File: src/rtl/uart_tx_ctrl_if.sv
// Handshake and output-stage bundle between a UART TX requester and the
// frame-sequencing controller.
interface uart_tx_ctrl_if;
    logic       DATA_VALID;
    logic       PAR_EN;
    logic       PAR_TYP;
    logic [1:0] mux_sel;
    logic       busy;
    logic       ser_load;
    logic       ser_shift;
    logic       par_typ_q;

    modport master (
        output DATA_VALID, PAR_EN, PAR_TYP,
        input  mux_sel, busy, ser_load, ser_shift, par_typ_q
    );

    modport slave (
        input  DATA_VALID, PAR_EN, PAR_TYP,
        output mux_sel, busy, ser_load, ser_shift, par_typ_q
    );
endinterface

File: src/rtl/uart_tx_ctrl.sv
// UART transmit frame sequencer: start, DATA_WIDTH data bits, optional parity,
// stop. One frame bit per CLK cycle; back-to-back frames accepted from STOP.
module uart_tx_ctrl #(
    parameter int DATA_WIDTH = 8
) (
    input  logic          CLK,
    input  logic          RST,
    uart_tx_ctrl_if.slave bus
);

    localparam int CW = (DATA_WIDTH > 1) ? $clog2(DATA_WIDTH) : 1;
    localparam logic [CW-1:0] CNT_LAST = CW'(DATA_WIDTH - 1);
    localparam logic [CW-1:0] CNT_ZERO = '0;
    localparam logic [CW-1:0] CNT_ONE  = CW'(1);

    typedef enum logic [2:0] {
        ST_IDLE   = 3'd0,
        ST_START  = 3'd1,
        ST_DATA   = 3'd2,
        ST_PARITY = 3'd3,
        ST_STOP   = 3'd4
    } state_t;

    state_t        state_r;
    state_t        next_state_s;
    logic [CW-1:0] cnt_r;
    logic [CW-1:0] cnt_next_s;
    logic          par_en_r;
    logic          par_en_next_s;
    logic          par_typ_r;
    logic          par_typ_next_s;
    logic [1:0]    mux_sel_r;
    logic          busy_r;
    logic          shift_r;
    logic          accept_s;

    // Output decode per state, packed as {mux_sel, busy, ser_shift}; applied to
    // the next state so the registered outputs line up with state_r.
    function automatic logic [3:0] decode_out(input state_t st);
        logic [3:0] res;
        case (st)
            ST_IDLE:   res = 4'b11_0_0;
            ST_START:  res = 4'b00_1_0;
            ST_DATA:   res = 4'b01_1_1;
            ST_PARITY: res = 4'b10_1_0;
            ST_STOP:   res = 4'b11_1_0;
            default:   res = 4'b11_0_0;
        endcase
        return res;
    endfunction

    // A request is only taken between frames; RST gates it so ser_load is
    // low for the whole reset period regardless of DATA_VALID.
    assign accept_s = RST & bus.DATA_VALID &
                      ((state_r == ST_IDLE) || (state_r == ST_STOP));

    // Next-state, bit counter and parity-setting logic
    always_comb begin
        next_state_s   = state_r;
        cnt_next_s     = cnt_r;
        par_en_next_s  = par_en_r;
        par_typ_next_s = par_typ_r;
        case (state_r)
            ST_IDLE, ST_STOP: begin
                if (accept_s) begin
                    next_state_s   = ST_START;
                    par_en_next_s  = bus.PAR_EN;
                    par_typ_next_s = bus.PAR_TYP;
                end else begin
                    next_state_s   = ST_IDLE;
                end
            end
            ST_START: begin
                next_state_s = ST_DATA;
                cnt_next_s   = CNT_ZERO;
            end
            ST_DATA: begin
                if (cnt_r == CNT_LAST) begin
                    cnt_next_s = CNT_ZERO;
                    if (par_en_r) begin
                        next_state_s = ST_PARITY;
                    end else begin
                        next_state_s = ST_STOP;
                    end
                end else begin
                    cnt_next_s   = cnt_r + CNT_ONE;
                    next_state_s = ST_DATA;
                end
            end
            ST_PARITY: begin
                next_state_s = ST_STOP;
            end
            default: begin
                next_state_s = ST_IDLE;
                cnt_next_s   = CNT_ZERO;
            end
        endcase
    end

    // State, counter, latched parity settings and registered Moore outputs
    always_ff @(posedge CLK or negedge RST) begin
        if (!RST) begin
            state_r   <= ST_IDLE;
            cnt_r     <= CNT_ZERO;
            par_en_r  <= 1'b0;
            par_typ_r <= 1'b0;
            mux_sel_r <= 2'b11;
            busy_r    <= 1'b0;
            shift_r   <= 1'b0;
        end else begin
            state_r   <= next_state_s;
            cnt_r     <= cnt_next_s;
            par_en_r  <= par_en_next_s;
            par_typ_r <= par_typ_next_s;
            {mux_sel_r, busy_r, shift_r} <= decode_out(next_state_s);
        end
    end

    assign bus.mux_sel   = mux_sel_r;
    assign bus.busy      = busy_r;
    assign bus.ser_shift = shift_r;
    assign bus.ser_load  = accept_s;
    assign bus.par_typ_q = par_typ_r;

endmodule

File: src/flat_wrapper.sv
// flat-port wrapper written by rule: the top's interface ports become plain ports
module uart_tx_ctrl_flat 
#(
    parameter int DATA_WIDTH = 8
)
  (CLK, RST, bus_DATA_VALID, bus_PAR_EN, bus_PAR_TYP, bus_mux_sel, bus_busy, bus_ser_load, bus_ser_shift, bus_par_typ_q);
  uart_tx_ctrl_if bus_i ();
  input  logic CLK;
  input  logic RST;
  input wire logic [$bits(bus_i.DATA_VALID)-1:0] bus_DATA_VALID;
  input wire logic [$bits(bus_i.PAR_EN)-1:0] bus_PAR_EN;
  input wire logic [$bits(bus_i.PAR_TYP)-1:0] bus_PAR_TYP;
  output wire logic [$bits(bus_i.mux_sel)-1:0] bus_mux_sel;
  output wire logic [$bits(bus_i.busy)-1:0] bus_busy;
  output wire logic [$bits(bus_i.ser_load)-1:0] bus_ser_load;
  output wire logic [$bits(bus_i.ser_shift)-1:0] bus_ser_shift;
  output wire logic [$bits(bus_i.par_typ_q)-1:0] bus_par_typ_q;
  assign bus_i.DATA_VALID = bus_DATA_VALID;
  assign bus_i.PAR_EN = bus_PAR_EN;
  assign bus_i.PAR_TYP = bus_PAR_TYP;
  assign bus_mux_sel = bus_i.mux_sel;
  assign bus_busy = bus_i.busy;
  assign bus_ser_load = bus_i.ser_load;
  assign bus_ser_shift = bus_i.ser_shift;
  assign bus_par_typ_q = bus_i.par_typ_q;
  uart_tx_ctrl #(.DATA_WIDTH(DATA_WIDTH)) u_core (.CLK(CLK), .RST(RST), .bus(bus_i));
endmodule
File: config.mk
export PLATFORM = sky130hd
export DESIGN_NAME = uart_tx_ctrl_flat
export DESIGN_NICKNAME = d
export VERILOG_FILES = /design/src/rtl/uart_tx_ctrl_if.sv /design/src/rtl/uart_tx_ctrl.sv /design/src/flat_wrapper.sv
export SDC_FILE = /design/constraint.sdc
export NUM_CORES = 1
export LEC_CHECK = 0
export ABC_AREA = 1
export CAP_MARGIN = 20
export CORE_AREA = 2 2 39 41
export CTS_CLUSTER_SIZE = 24
export DETAILED_ROUTE_END_ITERATION = 7
export DIE_AREA = 0 0 41 43
export PLACE_DENSITY = 0.65
export SYNTH_ARGS = -nofsm -noshare
export SYNTH_HDL_FRONTEND = slang
export SYNTH_SLANG_ARGS = --single-unit
File: constraint.sdc
create_clock -name CLK -period 1.3 [get_ports CLK]
set_input_delay 0.26 -clock CLK [delete_from_list [all_inputs] [get_ports CLK]]
set_output_delay 0.26 -clock CLK [all_outputs]
set_load 0.01 [all_outputs]
== Word level (Yosys, flattened, before mapping) ==
Index checks and enable logic that the tools add are counted.

* Register bits: 12
* Word-level logic and storage cells: 31
* Output and inout bits: 6

* Equal/unequal tests: 9
* Bitwise logic cells: 2
* Reductions and logical operators: 5
* $add $sub $neg: 1
* Muxes and demuxes: 7

{| class="wikitable"
|+ Operators with widths
! operator !! number
|-
| one-hot mux 4 bit (4 select lines) || 1
|-
| == test 3 x 2 -> 1 bit (second input constant) || 4
|-
| one-hot mux 3 bit (4 select lines) || 1
|-
| == test 3 bit (second input constant) || 3
|-
| two-way mux 3 bit || 3
|-
| == test 3 x 1 -> 1 bit (second input constant) || 2
|-
| one-hot mux 3 bit (2 select lines) || 1
|-
| adder 3 x 1 -> 3 bit (second input constant) || 1
|-
| logical NOT 3 bit || 1
|-
| OR reduction 3 bit || 1
|-
| bitwise AND 1 bit || 2
|-
| AND reduction 2 bit || 1
|-
| OR reduction 2 bit || 1
|-
| logical OR 1 bit || 1
|-
| two-way mux 1 bit || 1
|}

== Depth between registers and ports, before layout ==
* Depth after elaboration: 7
* Gate-level depth with buffers: 8
* Mapped depth without buffers: 8

== Worst setup path before layout ==
Ideal clock, no wire load.

* Kind: register to register
* Start: reg u_core.cnt_r[0]
* End: reg u_core.busy_r, in the netlist u_core.bus.busy
* Period minus slack after synthesis: 1.184 ns
* Stages on the path, launching flop included: 9
* Buffers on the path: 0
* Slack: 0.116 ns
* Required time: 1.185 ns
* Arrival time: 1.069 ns
* Library setup time: 0.115 ns
* Cells stage by stage: dfrtp_1 ha_1 ha_1 nand2_1 inv_1 nand2_2 nand2_4 inv_2 nand2_2

* Cells in the longest elaborated chain, start to end: 5
* Elaborated cells on any way between the ends: 8

{| class="wikitable"
|+ RTL lines
! item !! line !! source
|-
| start, declared || uart_tx_ctrl.sv:26 || <nowiki>logic [CW-1:0] cnt_r;</nowiki>
|-
| start signal, assigned || uart_tx_ctrl.sv:112 || <nowiki>cnt_r <= cnt_next_s;</nowiki>
|-
| == test 3 bit (*) || uart_tx_ctrl.sv:78 || <nowiki>if (cnt_r == CNT_LAST) begin</nowiki>
|-
| two-way mux 3 bit (*) || uart_tx_ctrl.sv:78 ||
|-
| one-hot mux 3 bit (4 select lines) (*) || uart_tx_ctrl.sv:63 || <nowiki>case (state_r)</nowiki>
|-
| named net u_core.next_state_s[0] || uart_tx_ctrl.sv:25 || <nowiki>state_t next_state_s;</nowiki>
|-
| == test 3 bit (tied with other cells) || uart_tx_ctrl.sv:41 || <nowiki>case (st)</nowiki>
|-
| one-hot mux 4 bit (4 select lines) (*) || uart_tx_ctrl.sv:41 ||
|-
| end signal, assigned || uart_tx_ctrl.sv:115 || <nowiki>{mux_sel_r, busy_r, shift_r} <= decode_out(next_state_s);</nowiki>
|-
| end, declared || uart_tx_ctrl.sv:33 || <nowiki>logic busy_r;</nowiki>
|}

The timed path passes the listed nets; every way through them passes the cells marked *.
A chain may end at the register's enable or synchronous reset.

== Worst setup path after layout ==
* Start: reg u_core.state_r[0]
* End: out bus_ser_load

* Cells in the longest elaborated chain, start to end: 3
* Elaborated cells on any way between the ends: 4

{| class="wikitable"
|+ RTL lines
! item !! line !! source
|-
| start, declared || uart_tx_ctrl.sv:24 || <nowiki>state_t state_r;</nowiki>
|-
| start signal, assigned || uart_tx_ctrl.sv:111 || <nowiki>state_r <= next_state_s;</nowiki>
|-
| == test 3 bit or logical NOT 3 bit (tied branches) || uart_tx_ctrl.sv:55 || <nowiki>((state_r == ST_IDLE) || (state_r == ST_STOP));</nowiki>
|-
| logical OR 1 bit (*) || uart_tx_ctrl.sv:55 ||
|-
| bitwise AND 1 bit (*) || uart_tx_ctrl.sv:54 || <nowiki>assign accept_s = RST & bus.DATA_VALID &</nowiki>
|-
| end, declared || flat_wrapper.sv:15 || <nowiki>output wire logic [$bits(bus_i.ser_load)-1:0] bus_ser_load;</nowiki>
|}

Every way passes the cells marked *; elsewhere a longest branch is shown, timed or not.

==> results.yml <==
outcome:
  status: "complete, but fails checks"
  violations: "negative setup slack"
routing:
  drc_errors: 0
  vias_per_cell: 4.54
  dr.pass1.iters: 4
  wl_um: 983
  post_drt_wl_per_cell_um: 10.3
  drt_iter0_markers: 2
  via_count: 431
  antenna_left: 0
worst_setup_path:
  crit_required_ps: 1040
  cp_data_arrival_time_ps: 1070
  crit_fanout: 2
  critPathKind: "reg2out"
  crit_path_start_kind: "flip-flop"
  cp-end-kind: "primary output"
global_route:
  grtUsageTotal_pct: 14.4
  overflow: 0
  grt_max_degree: 13
  grt_pass1_vias: 417
  grt_pass1_wl_mm: 1.63
  antenna_found_initial: 0
pwr:
  leakage_nw: 0.392
  peakVddDrop_mv: 0.905
  pwr_density_cell_nw_per_um2: 2040
  p_total_mw: 1.53
clocking:
  insertion_delay_ps: 280
  cts.sinks: 12
  clk_path_buf_depth: 2
  numCtsBuffers: 3
  clk_pin_slew_ps: 70
  cts-root-buf: "clkbuf_4"
  htree_levels: 1
  cts_tree: "done"
yosys:
  syn_nets: 63
  synth.top_cells.by_area: "dfrtp_1, nand2_1, dfstp_2, ha_1, inv_1"
  syn_inst: 56
  synthTopCellsByCount: "nand2_1, dfrtp_1, inv_1"
  ys_warn_count: 0
  synth_area_um2: 534
  synth_cell_types: 16
  syn_area_per_cell_um2: 9.54
  synth_edf_count: 0
  yosys_register_bits: 12
  yosysMostFrequentCell: "nand2_1"
  ys_async_sr_fraction_pct: 100
  synth_seq_area_share_pct: 56.7
  yosysTopAreaCell: "dfrtp_1"
  synth_top_area_share_pct: 46.8
  ys.flop_type: "dfrtp_1"
floorplan:
  start_util_pct: 38.6
  coreArea_um2: 1380
  num_rows: 14
  dieArea_um2: 1760
  fp.dieW_um: 41
  io_pins: 11
  dieHeight_um: 43
place:
  dp_hpwl_um: 718
  placed_area_um2: 692
  gp_congestion: 0.765
  port_buffers: 10
  dp_worst_setup_slack_ps: -416
timing:
  fin_tns_setup_ps: -33.0
  setup_ws_ps: -33.0
  fin_skew_ps: 1.63
  final_max_slew_viol_count: 0
  rsz0062_at_grt: "true"
  timing.fmax_ghz: 0.750
  fin_crit_ps: 1330
  finalCritPeriodShare_pct: 103
  hold_viol: 0
  whs_ps: 347
  final-setup-viol-count: 1
  tightest_slew_ps: 225
  slew_headroom_pct: 85.0
cells_and_area:
  syn_to_final_growth_pct: 40.5
  drive_gt1_share_pct: 39.2
  register_area_um2: 303
  fillers: 133
  n_antenna_cell: 0
  design_area_um2: 751
  fin_nets: 87
  multi_input_area_um2: 203
flow_run:
  drv_cap: 0
hold_path:
  hp-class: "in2async"
==> metal layers <==
metal | GRT usage [%] | routed length [um] | up-vias
li1 | - | - | 219
met1 | 16.5 | 392 | 200
met2 | 21.3 | 521 | 8
met3 | 2.09 | 36 | 4
met4 | 14.0 | 32 | 0
met5 | 0 | 0 | -
==> where the power goes <==
part	leakage [nW]	internal, mW	switching [mW]
clock	0.0210	0.171	0.129
combinational	0.223	0.298	0.330
sequential	0.149	0.535	0.0671
total	0.392	1.00	0.527
==> state kept, by name, summed over array words and instances, names as in the netlist <==
signal                cells
u_core.bus.busy           1
u_core.bus.mux_sel        2
u_core.bus.par_typ_q      1
u_core.bus.ser_shift      1
u_core.cnt_r              3
u_core.par_en_r           1
u_core.state_r            3
==> worst max-delay path, stage by stage, from the launching register on <==
cell and delay [ps]:
dfrtp_1 390, nor2_2 140, nand3_2 100, inv_2 70, buf_6 90
==> final cells by class <==
class / count / share of cell area (%)
Clock buffer: 4 / 4.83
Sequential cell: 12 / 40.3
Inverter: 9 / 4.50
Tap cell: 16 / 2.67
Multi-Input combinational cell: 35 / 27.0
Timing Repair Buffer: 19 / 20.7
==> per-stage QoR <==
step | util [%] | instances
3_5_place_dp | 50.0 | 87
2_1_floorplan | - | 56
4_1_cts | 54.1 | 94
5_1_grt | 54.2 | 95
6_report | 54.2 | 95
3_3_place_gp | 50.0 | 87
==> path summary, 6_finish.rpt <==
kind                                      start                     to  slack (ps)  cells past startpoint
min in group CLK           u_core.bus.par_typ_q   u_core.bus.par_typ_q         480                      2
min                                         RST        u_core.cnt_r[2]         350                      2
max in group asynchronous                   RST  u_core.bus.mux_sel[1]         730                      2
min reg2reg                u_core.bus.par_typ_q   u_core.bus.par_typ_q         480                      2
max                           u_core.state_r[0]           bus_ser_load         -30                      4
max reg2reg                   u_core.state_r[0]   u_core.bus.ser_shift          60                      7
==> cells in the final DEF (no fill, tap or decap), drive strengths merged, types with 2 or more instances in the layout <==
cell type,instances
nand2,20
clkbuf,6
dfstp,2
inv,9
buf,10
clkdlybuf4s50,4
ha,2
nand3,5
o21ai,3
dlygate4sd2,3
dfrtp,10
nor2,3
==> logic make-up after synthesis <==
group / synth area share, %
buffers and inverters: 6.32
AO/OA/AOI/OAI: 3.75
flip-flops: 56.7
AND/OR/NAND/NOR: 28.6
adder cells (fa/ha/maj): 4.68
==> timing repair <==
item,4_1_cts,5_1_grt
setup endpoints to repair,7,6
resized for setup,12,4
setup buffers,3,1
hold buffers,0,0
pin swaps,1,2
cloned,0,0
Note: power is estimated with default switching activity, not from simulation.
